`config.mk`:
```
export PLATFORM = sky130hd
export DESIGN_NAME = grayscale_feeder
export DESIGN_NICKNAME = d
export VERILOG_FILES = /design/src/rtl/edge_pkg.sv /design/src/rtl/div3_u10.sv /design/src/rtl/grayscale_feeder.sv
export SDC_FILE = /design/constraint.sdc
export NUM_CORES = 1
export LEC_CHECK = 0
export BUFFER_PORTS_ARGS = -buffer_cell sky130_fd_sc_hd__buf_2
export CORE_MARGIN = 2
export CORE_UTILIZATION = 40
export DETAILED_ROUTE_END_ITERATION = 10
export RECOVER_POWER = 50
export SYNTH_ARGS = -nofsm -noshare
export SYNTH_HDL_FRONTEND = slang
export SYNTH_SLANG_ARGS = --single-unit
```
`constraint.sdc`:
```
create_clock -name clock -period 11.5 [get_ports clock]
set_clock_uncertainty 0.2 [all_clocks]
set_input_delay 1.725 -clock clock [delete_from_list [all_inputs] [get_ports clock]]
set_output_delay 1.725 -clock clock [all_outputs]
set_load 0.02 [all_outputs]
```
`src/rtl/edge_pkg.sv`:
```
// Shared constants and pixel types for the edge-detect pipeline.
// Imported by the grayscale feeder and the Sobel stage.
package edge_pkg;

    localparam int unsigned IMG_WIDTH    = 720;
    localparam int unsigned IMG_HEIGHT   = 540;
    localparam int unsigned FRAME_PIXELS = IMG_WIDTH * IMG_HEIGHT;
    localparam int unsigned CHAN_W       = 8;
    localparam int unsigned PIX_W        = 8;
    localparam int unsigned SUM_W        = 10;

    typedef struct packed {
        logic [CHAN_W-1:0] r;
        logic [CHAN_W-1:0] g;
        logic [CHAN_W-1:0] b;
    } rgb_t;

    typedef logic [PIX_W-1:0] pix_t;

    // Unsigned channel sum; 3*255 = 765 fits in SUM_W bits.
    function automatic logic [SUM_W-1:0] rgb_sum(input rgb_t p);
        return SUM_W'(p.r) + SUM_W'(p.g) + SUM_W'(p.b);
    endfunction

endpackage

```
`src/rtl/div3_u10.sv`:
```
// Combinational floor(x/3) for x in 0..765, via reciprocal multiply (x*683)>>11.
module div3_u10
    import edge_pkg::*;
(
    input  logic [SUM_W-1:0] dividend,
    output logic [PIX_W-1:0] quotient
);

    localparam int unsigned PROD_W = 20;
    localparam int unsigned SHIFT  = 11;
    localparam int unsigned RECIP  = 683;

    logic [PROD_W-1:0] prod;

    // 683/2048 overshoots 1/3 by 1/6144, small enough to stay exact below 2046.
    always_comb begin
        prod     = PROD_W'(dividend) * PROD_W'(RECIP);
        quotient = PIX_W'(prod >> SHIFT);
    end

endmodule

```
`src/rtl/grayscale_feeder.sv`:
```
// RGB FIFO -> luminance -> gray FIFO, two-stage valid/stall pipeline with
// a per-frame write counter that pulses frame_done on the last pixel.
module grayscale_feeder
    import edge_pkg::*;
#(
    parameter int unsigned IMG_WIDTH  = edge_pkg::IMG_WIDTH,
    parameter int unsigned IMG_HEIGHT = edge_pkg::IMG_HEIGHT,
    parameter int unsigned CNT_WIDTH  = 19
) (
    input  logic                clock,
    input  logic                reset,
    output logic                in_rd_en,
    input  logic                in_empty,
    input  logic [3*CHAN_W-1:0] in_dout,
    output logic                out_wr_en,
    input  logic                out_full,
    output logic [PIX_W-1:0]    out_din,
    output logic                frame_done
);

    localparam int unsigned FRAME_LEN = IMG_WIDTH * IMG_HEIGHT;

    logic                 s1_valid_q, s1_valid_d;
    logic [SUM_W-1:0]     s1_sum_q, s1_sum_d;
    logic                 s2_valid_q, s2_valid_d;
    pix_t                 s2_gray_q, s2_gray_d;
    logic [CNT_WIDTH-1:0] pixel_cnt_q, pixel_cnt_d;
    logic                 s1_adv, s2_adv;
    pix_t                 gray_c;

    div3_u10 u_div3 (
        .dividend (s1_sum_q),
        .quotient (gray_c)
    );

    // Advance/handshake logic and next-state for both stages and the counter.
    always_comb begin
        s2_adv     = !s2_valid_q || !out_full;
        s1_adv     = !s1_valid_q || s2_adv;
        in_rd_en   = !reset && !in_empty && s1_adv;
        out_wr_en  = s2_valid_q && !out_full;
        frame_done = out_wr_en && (pixel_cnt_q == CNT_WIDTH'(FRAME_LEN - 1));

        s1_valid_d  = s1_valid_q;
        s1_sum_d    = s1_sum_q;
        s2_valid_d  = s2_valid_q;
        s2_gray_d   = s2_gray_q;
        pixel_cnt_d = pixel_cnt_q;

        if (in_rd_en) begin
            s1_valid_d = 1'b1;
            s1_sum_d   = rgb_sum(rgb_t'(in_dout));
        end else if (s1_adv) begin
            s1_valid_d = 1'b0;
        end

        // Gray data only reloads on a real pixel so out_din stays put across bubbles.
        if (s2_adv) begin
            s2_valid_d = s1_valid_q;
            if (s1_valid_q) begin
                s2_gray_d = gray_c;
            end
        end

        if (frame_done) begin
            pixel_cnt_d = '0;
        end else if (out_wr_en) begin
            pixel_cnt_d = pixel_cnt_q + CNT_WIDTH'(1);
        end
    end

    always_ff @(posedge clock or posedge reset) begin
        if (reset) begin
            s1_valid_q  <= 1'b0;
            s1_sum_q    <= '0;
            s2_valid_q  <= 1'b0;
            s2_gray_q   <= '0;
            pixel_cnt_q <= '0;
        end else begin
            s1_valid_q  <= s1_valid_d;
            s1_sum_q    <= s1_sum_d;
            s2_valid_q  <= s2_valid_d;
            s2_gray_q   <= s2_gray_d;
            pixel_cnt_q <= pixel_cnt_d;
        end
    end

    assign out_din = s2_gray_q;

endmodule

```
# Yosys cells after proc, flatten, opt, wreduce, memory -nomap -nowiden
# Cells that the tools add are included.
[classes]
add_sub_neg = 3
eq_ne = 1
n_reduce_logical = 14
n_mux = 4
mul = 1
[ops]
columns = ["operator", "n"]
rows = [
  ["$mux 19", 2],
  ["$add 19x1->19 const B", 1],
  ["$eq 19x19->1 const B", 1],
  ["$mul 10x10->19 const B", 1],
  ["$add 9x8->10", 1],
  ["$add 8x8->9", 1],
  ["$logic_not 1->1", 5],
  ["$logic_and 1x1->1", 4],
  ["$reduce_bool 2->1", 2],
  ["$logic_or 1x1->1", 2],
  ["$mux 1", 2],
  ["$reduce_and 2->1", 1],
]
[totals]
regBits = 39
in_bits = 28
word_cells = 28

# Depth between registers and ports, before layout
# Gate-level depths: netlist of run 1.
[logic_depth]
depth_word = 5
depth_mapped = 16
depth_no_buf = 16

# Modules after synthesis
# Synthesis of run 1 repeated with hierarchy kept, for this count alone.
[hier_totals]
hier_cells = 414
area_unflattened_um2 = 4051.4
[by_module_without_submodules]
columns = ["module", "cells_each", "seq_area_each_um2", "area_each_um2", "instances"]
rows = [
  ["grayscale_feeder", 213, 975.9, 2247.2, 1],
  ["div3_u10", 201, 0.0, 1804.2, 1],
]

# Least setup slack after synthesis of run 1
# No wires, ideal clock.
[synth_path]
path_kind = "input to output"
start = "in out_full"
end = "out frame_done"
path_stages = 7
path_slack_ps = 6573
arrival_time_ps = 3002
path_cell_list = "nand2b_1 > inv_1 > and4_1 > clkbuf_2 > nand3_1 > nor2_1 > buf_4"
[synth_via]
elab_chain_cells = 3
[synth_rtl]
columns = ["element", "line_no", "text"]
rows = [
  ["start: declaration", "grayscale_feeder.sv:16", "input logic out_full,"],
  ["$logic_not 1->1", "grayscale_feeder.sv:41", "out_wr_en = s2_valid_q && !out_full;"],
  ["$logic_and 1x1->1", "grayscale_feeder.sv:41", ""],
  ["named net out_wr_en", "grayscale_feeder.sv:15", "output logic out_wr_en,"],
  ["$logic_and 1x1->1", "grayscale_feeder.sv:42", "frame_done = out_wr_en && (pixel_cnt_q == CNT_WIDTH'(FRAME_LEN - 1));"],
  ["end: declaration", "grayscale_feeder.sv:18", "output logic frame_done"],
]
# The timed path passes the listed nets, and every way through them passes these cells.

# Worst setup path in the final report of run 1
[layout_path]
start = "in out_full"
end = "out frame_done"
[layout_via]
elab_chain_cells = 3
[layout_rtl]
columns = ["element", "line_no"]
rows = [
  ["$logic_not 1->1", "grayscale_feeder.sv:41"],
  ["$logic_and 1x1->1", "grayscale_feeder.sv:41"],
  ["$logic_and 1x1->1", "grayscale_feeder.sv:42"],
]
# Every way passes these cells.

==> results.sh, run 1 <==
export IMPL_status="finished with violations"
export IMPL_cp_num_buf_inv=3
export IMPL_grt_max_degree=40
export IMPL_start_util_pct=41.46
export IMPL_clk_latency_ns=0.29
export IMPL_final_layout_size_suffix_gt1_share_pct=11.19
export IMPL_cp_slowest_stage_delay_ns=0.66
export IMPL_finalSetupTns_ns=0
export IMPL_relSlewSlack_pct=-38.43
export IMPL_synth_edf_count=0
export IMPL_syn2layout_area_growth_pct=10.47
export IMPL_final_hold_violation_count=0
export IMPL_die_area_mm2=0.01042
export IMPL_cts_htree_levels=2
export IMPL_hpwl_mm=5.842
export IMPL_n_antenna_cell=0
export IMPL_end_kind="output port"
export IMPL_antenna_found_initial=0
export IMPL_cts_buffers=5
export IMPL_critPathRequiredTime_ns=9.58
export IMPL_grtUsageTotal_pct=15.35
export IMPL_cts_tree="done"
export IMPL_nets=561
export IMPL_tightest_slew_ns=2.076
export IMPL_grt_ovfl_total=0
export IMPL_cts_hold_buf=0
export IMPL_final_period_utilization_pct=47.84
export IMPL_drtPass1Iterations=4
export IMPL_crit_path_max_fanout=14
export IMPL_synth_avg_cell_area_um2=9.694
export IMPL_place_gp_congestion=0.7980
export IMPL_clkTransAtPathRegs_ns=0.08
export IMPL_fmax_ghz=0.1818
export IMPL_synth_seq_cells=39
export IMPL_yosys_warnings=0
export IMPL_numPortBuffers=38
export IMPL_cts_buffer_depth=2
export IMPL_drc=0
export IMPL_synth_async_reset_ratio_pct=100.0
export IMPL_die_x_um=102.1
export IMPL_crit_type="primary input to output port"
export IMPL_setup_viol=0
export IMPL_min_path_type="register to register"
export IMPL_drt_iter0_drc=63
export IMPL_drv_slew=40
export IMPL_die_height_um=102.1
export IMPL_setup_worst_path_start_class="primary input"
export IMPL_wl_per_cell_um=12.41
export IMPL_synth_nets=521
export IMPL_path_cells="clkbuf_1, nand2b_1, inv_1, and4_1, nand3_1, nor2_1, buf_2"
export IMPL_cts_setup_buffers=0
export IMPL_yosysUniqueCellTypes=47
export IMPL_crit_arrival_ns=3.58
export IMPL_viasPerCell=4.944
export IMPL_num_rows=35
export IMPL_netlist_instances=397
export IMPL_dr_total_vias=2803
export IMPL_cap_viol_max_count=1
export IMPL_io_pins=39
export IMPL_synth_flop_cell="dfrtp_1"
export IMPL_finalWorstPathRequiredPeriod_ns=5.501
export IMPL_final_common_cell="ha_1"
export IMPL_violations="capacitance limit, slew limit"
export IMPL_crit_slowest_cell="nor2_1"
export IMPL_wl_mm=7.039
export IMPL_cp_top_family="simple AND/OR/NAND/NOR gates"
export IMPL_rsz0062_at_grt="false"
export IMPL_cts_sinks=39
export IMPL_grt_pass1_vias=2867
export IMPL_root_buffer="clkbuf_8"
export IMPL_synth_seq_area_share_pct=25.36
export IMPL_grt_pass1_wl_mm=12.74
export IMPL_cts_resized=0
export IMPL_coreArea_mm2=0.009284
export IMPL_ant_nets=0
export IMPL_syn_cell_area_mm2=0.003849
export IMPL_layout_common_cells="66 x ha_1, 59 x inv_1, 39 x dfrtp_1, 36 x buf_2, 34 x nand2_1"
[flip-flops by register name, summed over array words and instances, names as in the netlist]
register / count
pixel_cnt_q: 19
s2_valid_q: 1
s1_valid_q: 1
out_din: 8
s1_sum_q: 10
[layer usage]
| layer | vias to the layer above | global-route usage (%) | part of all wire [%] |
|---|---|---|---|
| met1 | 1324 | 20.60 | 48 |
| met2 | 48 | 25.86 | 46 |
| met4 | 0 | 3.282 | 0.97 |
| met3 | 7 | 3.078 | 4.4 |
| met5 | - | 0 | 0 |
| li1 | 1424 | - | - |
[worst register-to-register path: cells and delay by family (launching register included)]
family	cells	cell delay [ns]
AOI/OAI and AO/OA	6	1.40
adders and majority gates	6	2.51
buffers and inverters	2	0.09
DFF	1	0.48
[final cells by class]
| cell class | count | area [um^2] |
|---|---|---|
| clock buffers | 6 | 72.57 |
| inverters | 59 | 221.5 |
| flip-flops and latches | 39 | 975.9 |
| well taps | 129 | 161.4 |
| multi-input cells | 293 | 2616 |
| fillers | 921 | 5032 |
| repair buffers | 39 | 191.4 |
| clock inverters | 2 | 12.51 |
[Yosys cell counts (2+ instances only)]
library cell,instances,area share [%]
a21o_1,5,0.98
a21oi_1,14,1.8
a311oi_1,2,0.46
a31oi_1,3,0.49
and2_1,2,0.33
and3_1,6,0.98
and4_1,4,0.91
clkbuf_1,2,0.20
dfrtp_1,39,25
fa_1,30,16
ha_1,66,21
inv_1,59,5.8
nand2_1,34,3.3
nand2b_1,2,0.33
nand3_1,15,2.0
nand4_1,6,0.98
nor2_1,19,1.9
nor2b_1,3,0.49
nor3_1,3,0.39
nor3b_1,2,0.39
o211ai_1,2,0.39
o21a_1,5,0.98
o21ai_0,22,2.9
o31ai_1,2,0.39
or2_2,2,0.33
xnor2_1,16,3.6
xor2_1,12,2.7
[final timing paths]
| check | start | endpoint | slack, ns | depth (start not counted) |
|---|---|---|---|---|
| max in group asynchronous | reset | s1_sum_q[3] | 7.92 | 3 |
| worst max register to register | s1_sum_q[6] | out_din[4] | 6.72 | 14 |
| worst max-delay path | out_full | frame_done | 6.00 | 7 |
| min in group asynchronous | reset | pixel_cnt_q[0] | 1.99 | 3 |
| worst min register to register | out_din[7] | out_din[7] | 0.28 | 2 |
| worst min-delay path | out_din[7] | out_din[7] | 0.28 | 2 |
[stage by stage]
step | hold WS [ns] | cell area, um^2 | std cells | setup slack [ns] | util (%)
after CTS | 0.2847 | 4258 | 567 | 5.964 | 45.86
after detailed placement | 0.2660 | 4173 | 559 | 5.973 | 44.95
after floorplan | 0.2664 | 3849 | 397 | 6.573 | -
final | 0.2789 | 4252 | 567 | 5.999 | 45.80
after global placement | 0.2566 | 4173 | 559 | 6.024 | 44.95
after global routing | 0.3202 | 4252 | 567 | 5.768 | 45.80
[cells by family after synthesis]
| family | Yosys count | synth area share [%] |
|---|---|---|
| simple gates | 103 | 13.30 |
| fa+ha+maj | 96 | 37.06 |
| compound gates | 66 | 11.25 |
| buf+inv | 65 | 6.664 |
| flops | 39 | 25.36 |
| xor+xnor | 28 | 6.372 |
Power of run 1 is left out: the tool's default activity adds up to more than one toggle a clock period on the data nets, which glitch-free logic cannot reach.
==> run 2: changes to the inputs <==
clock period = 5.05 ns   (was 11.5 ns; I/O delays follow)
==> run 2 against run 1 <==
The flow still finishes with violations (capacitance limit, slew limit). Routed wire length grew 5.7%. Final cell count grew 0.18%. Non-clock buffer count grew 1. Worst setup slack lost 5.7 ns. Critical path type is now register to register.
==> results.sh, run 2 (synthesized netlist as in run 1, its figures left out) <==
export IMPL_status="finished with violations"
export IMPL_violations="capacitance limit, slew limit"
export IMPL_cts_tree="done"
export IMPL_root_buffer="clkbuf_8"
export IMPL_tightest_slew_ns=1.541
export IMPL_grt_pass1_vias=2888
export IMPL_final_hold_violation_count=0
export IMPL_cts_resized=0
export IMPL_cts_hold_buf=0
export IMPL_die_height_um=102.1
export IMPL_clkTransAtPathRegs_ns=0.09
export IMPL_drt_iter0_drc=78
export IMPL_grt_pass1_wl_mm=12.83
export IMPL_nets=562
export IMPL_wl_per_cell_um=13.10
export IMPL_antenna_found_initial=0
export IMPL_crit_arrival_ns=4.74
export IMPL_setup_worst_path_start_class="register"
export IMPL_fmax_ghz=0.2116
export IMPL_n_antenna_cell=0
export IMPL_place_area_mm2=0.004180
export IMPL_hpwl_mm=6.255
export IMPL_largest_reg_flops=19
export IMPL_cts_sinks=39
export IMPL_final_common_cell="ha_1"
export IMPL_viasPerCell=4.979
export IMPL_final_layout_size_suffix_gt1_share_pct=11.16
export IMPL_crit_type="register to register"
export IMPL_grt_ovfl_total=0
export IMPL_grtUsageTotal_pct=15.54
export IMPL_place_gp_congestion=0.8048
export IMPL_regMostFlops="pixel_cnt_q"
export IMPL_fin_area_mm2=0.004284
export IMPL_holdWs_ns=0.2271
export IMPL_setup_viol=0
export IMPL_end_kind="register"
export IMPL_finalSetupTns_ns=0
export IMPL_wl_mm=7.442
export IMPL_drc=0
export IMPL_num_rows=35
export IMPL_instances_no_fill=568
export IMPL_die_area_mm2=0.01042
export IMPL_cts_buffers=5
export IMPL_dr_total_vias=2828
export IMPL_cts_buffer_depth=2
export IMPL_min_path_type="primary input to async pin"
export IMPL_finalWorstPathRequiredPeriod_ns=4.726
export IMPL_cts_setup_buffers=0
export IMPL_drtPass1Iterations=4
export IMPL_start_util_pct=41.46
export IMPL_numPortBuffers=38
export IMPL_final_period_utilization_pct=93.58
export IMPL_critPathRequiredTime_ns=5.07
export IMPL_post_place_cells=560
export IMPL_clk_latency_ns=0.30
export IMPL_crit_path_max_fanout=7
export IMPL_cts_htree_levels=2
export IMPL_die_x_um=102.1
export IMPL_io_pins=39
export IMPL_drv_slew=30
export IMPL_rsz0062_at_grt="false"
export IMPL_grt_max_degree=30
export IMPL_cap_viol_max_count=1
export IMPL_relSlewSlack_pct=-2.734
export IMPL_ant_nets=0
export IMPL_coreArea_mm2=0.009284
export IMPL_layout_common_cells="66 x ha_1, 59 x inv_1, 39 x dfrtp_1, 34 x nand2_1, 34 x buf_2"
export IMPL_syn2layout_area_growth_pct=11.31
[run 2: cell types whose count changed in the layout (fill, tap and decap cells not counted)]
cell / before / now
buf_4: 0 / 1
buf_2: 36 / 34
clkinvlp_4: 1 / 0
clkinv_4: 0 / 1
clkbuf_1: 4 / 5
bufinv_16: 0 / 1
[run 2: area by class of cell]
| class | count | area (um^2) |
|---|---|---|
| clock buffers | 5 | 68.82 |
| clock inverters | 3 | 43.79 |
| fillers | 922 | 5000 |
| inverters | 59 | 221.5 |
| multi-input cells | 293 | 2616 |
| flip-flops and latches | 39 | 975.9 |
| well taps | 129 | 161.4 |
| repair buffers | 40 | 196.4 |
[run 2: worst paths after layout]
path | start | endpoint | cells after the start | slack (ns)
setup / recovery | s1_sum_q[6] | out_din[4] | 14 | 0.32
hold / removal | reset | s2_valid_q | 2 | 0.23
setup reg to reg | s1_sum_q[6] | out_din[4] | 14 | 0.32
hold reg to reg | out_din[7] | out_din[7] | 2 | 0.29
max in group asynchronous | reset | s1_sum_q[9] | 3 | 2.67
min in group clock | out_din[7] | out_din[7] | 2 | 0.29
[run 2: critical path, cell delays in order, from the launching register on]
cell	delay, ns
dfrtp_1	0.46
ha_1	0.34
ha_1	0.34
fa_1	0.55
inv_1	0.06
fa_1	0.49
fa_1	0.51
inv_1	0.04
ha_1	0.31
a21oi_1	0.21
o21ai_0	0.18
a221oi_4	0.41
o21ai_2	0.15
a211o_1	0.31
o211ai_1	0.09
[run 2: metrics by stage]
stage / util (%) / setup slack (ns)
2_1_floorplan: - / 0.6204
3_3_place_gp: 45.03 / 0.4691
3_5_place_dp: 45.03 / 0.3466
4_1_cts: 46.24 / 0.3178
5_1_grt: 46.15 / 0.09895
6_report: 46.15 / 0.3241
[run 2: per-layer routing]
metal  global-route usage (%)  vias up  share of wire [%]
li1                         -     1430                  -
met3                    2.462        5                2.7
met2                    26.87       41                 48
met4                    4.000        0               0.98
met5                        0        -                  0
met1                    20.38     1352                 48
Power of run 2 is left out for the same reason.
==> run 3: changes to the inputs <==
ABC_AREA = 1   (was default)
==> run 3 against run 2 <==
The run still ends with capacitance limit, slew limit left. Final area is 10% higher. Maximum frequency rose by 11%. Die area rose by 11%. Sequential share of layout area fell by 2.2 points. Synthesized area grew 11%.
==> results.sh, run 3 <==
export IMPL_status="finished with violations"
export IMPL_violations="capacitance limit, slew limit"
export IMPL_start_util_pct=41.37
export IMPL_end_kind="register"
export IMPL_grt_max_degree=40
export IMPL_antenna_found_initial=0
export IMPL_drc=0
export IMPL_multi_input_area_mm2=0.002885
export IMPL_critPathRequiredTime_ns=5.05
export IMPL_synth_flop_cell="dfrtp_1"
export IMPL_crit_type="register to register"
export IMPL_holdWs_ns=0.2818
export IMPL_wl_per_cell_um=12.58
export IMPL_root_buffer="clkbuf_8"
export IMPL_numPortBuffers=38
export IMPL_cts_sinks=39
export IMPL_cts_setup_buffers=0
export IMPL_clkTransAtPathRegs_ns=0.09
export IMPL_finalWorstPathRequiredPeriod_ns=4.273
export IMPL_crit_path_max_fanout=6
export IMPL_dr_total_vias=3516
export IMPL_clk_latency_ns=0.30
export IMPL_grtUsageTotal_pct=16.82
export IMPL_yosysUniqueCellTypes=36
export IMPL_register_area_um2=975.9
export IMPL_coreArea_mm2=0.01037
export IMPL_yosys_warnings=0
export IMPL_cts_buffer_depth=2
export IMPL_cts_resized=0
export IMPL_final_common_cell="nand2_1"
export IMPL_cap_viol_max_count=1
export IMPL_final_layout_size_suffix_gt1_share_pct=10.92
export IMPL_fin_util_pct=45.64
export IMPL_synth_nets=665
export IMPL_hpwl_mm=7.630
export IMPL_final_period_utilization_pct=84.61
export IMPL_grt_pass1_vias=3498
export IMPL_finalSetupTns_ns=0
export IMPL_relSlewSlack_pct=-38.67
export IMPL_synth_seq_cells=39
export IMPL_cts_buffers=5
export IMPL_die_area_mm2=0.01157
export IMPL_hp_start="out_din[7]"
export IMPL_drtPass1Iterations=4
export IMPL_yosys_cell_count_top_type="nand2_1"
export IMPL_netlist_instances=541
export IMPL_n_antenna_cell=0
export IMPL_worst_r2r_startpoint="s1_sum_q[1]"
export IMPL_r2r_end="out_din[6]"
export IMPL_setup_worst_path_start_class="register"
export IMPL_cts_tree="done"
export IMPL_grt_pass1_wl_mm=15.66
export IMPL_viasPerCell=4.870
export IMPL_syn2layout_area_growth_pct=10.32
export IMPL_io_pins=39
export IMPL_hold_end="out_din[7]"
export IMPL_die_x_um=107.6
export IMPL_regToRegSetupSlack_ns=0.78
export IMPL_final_hold_violation_count=0
export IMPL_synth_async_reset_ratio_pct=100.0
export IMPL_cp_startpoint="s1_sum_q[1]"
export IMPL_cts_hold_buf=0
export IMPL_min_path_cells=2
export IMPL_layout_common_cells="118 x nand2_1, 103 x inv_1, 66 x ha_1, 39 x dfrtp_1, 38 x nor2_1"
export IMPL_synth_seq_area_share_pct=22.75
export IMPL_synth_edf_count=0
export IMPL_die_height_um=107.6
export IMPL_place_gp_congestion=0.8871
export IMPL_syn_cell_area_mm2=0.004290
export IMPL_regMostFlops="pixel_cnt_q"
export IMPL_drt_iter0_drc=174
export IMPL_yosys_top_cells_area="dfrtp_1 23%, ha_1 19%, fa_1 14%"
export IMPL_min_path_type="register to register"
export IMPL_rsz0062_at_grt="false"
export IMPL_wl_mm=9.085
export IMPL_cts_htree_levels=2
export IMPL_setup_viol=0
export IMPL_crit_arrival_ns=4.27
export IMPL_rr_worst_depth=15
export IMPL_largest_reg_flops=19
export IMPL_synth_top_area_cell="dfrtp_1"
export IMPL_drv_slew=40
export IMPL_synth_top_area_share_pct=22.75
export IMPL_fillCellCount=1045
export IMPL_fmax_ghz=0.2340
export IMPL_nets=709
export IMPL_tightest_slew_ns=2.080
export IMPL_ys_top_cells_by_count="118 x nand2_1, 102 x inv_1, 66 x ha_1, 39 x dfrtp_1, 36 x nor2_1"
export IMPL_num_rows=37
export IMPL_synth_avg_cell_area_um2=7.930
export IMPL_ant_nets=0
export IMPL_grt_ovfl_total=0
## run 3: cell count changes in the layout (fill, tap and decap cells not counted), sizes merged, moves of 11 or more
cell   delta
xnor2    -15
inv      +46
nand2    +88
nor3     +11
a21oi    +12
nor2     +23
nand3    +20
## run 3: per-layer routing
layer	routed length (um)	share of wire (%)	up-vias	track usage, %
met2	4140	46	61	28.08
met5	0	0	-	0
li1	-	-	1827	-
met4	95	1.0	0	4.212
met1	4595	51	1622	23.34
met3	254	2.8	6	1.816
## run 3: worst max-delay path, cell delays in order (launching register included)
cell	delay [ns]
dfrtp_1	0.44
ha_1	0.35
inv_1	0.12
fa_1	0.46
fa_1	0.52
inv_1	0.05
fa_1	0.45
ha_1	0.31
ha_1	0.35
a21oi_1	0.30
o21a_1	0.22
nor2_1	0.05
nor2_1	0.14
nand3b_1	0.10
nand3_1	0.08
nand2_1	0.05
## run 3: how the worst max path moves through the flow
stage | end | slack [ns] | cells past startpoint
6_report | out_din[6] | 0.78 | 15
5_1_grt | out_din[5] | 0.48 | 15
4_1_cts | out_din[5] | 0.81 | 14
3_5_place_dp | out_din[5] | 0.82 | 14
3_3_place_gp | out_din[4] | 0.81 | 18
2_1_floorplan | out_din[5] | 1.09 | 14
## run 3: cell families after synthesis
family	Yosys count	share of synthesized area, %
adder cells (fa/ha/maj)	96	33.25
XOR/XNOR	9	1.837
buffers and inverters	108	9.653
AND/OR/NAND/NOR	233	25.46
AO/OA/AOI/OAI	56	7.057
flip-flops	39	22.75
## run 3: cell type report
| type | count | area share (%) |
|---|---|---|
| Multi-Input combinational cell | 394 | 60.96 |
| Sequential cell | 39 | 20.62 |
| Inverter | 106 | 8.406 |
| Timing Repair Buffer | 39 | 4.044 |
| Tap cell | 136 | 3.595 |
| Clock buffer | 5 | 1.454 |
| Clock inverter | 3 | 0.9252 |
## run 3: through the flow
stage | worst slack, ns | instances | instance area [um^2]
2_1_floorplan | 1.085 | 541 | 4290
3_3_place_gp | 0.8069 | 714 | 4642
3_5_place_dp | 0.8243 | 714 | 4642
4_1_cts | 0.8101 | 722 | 4755
5_1_grt | 0.4842 | 722 | 4733
6_report | 0.7770 | 722 | 4733
Power of run 3 is left out for the same reason.
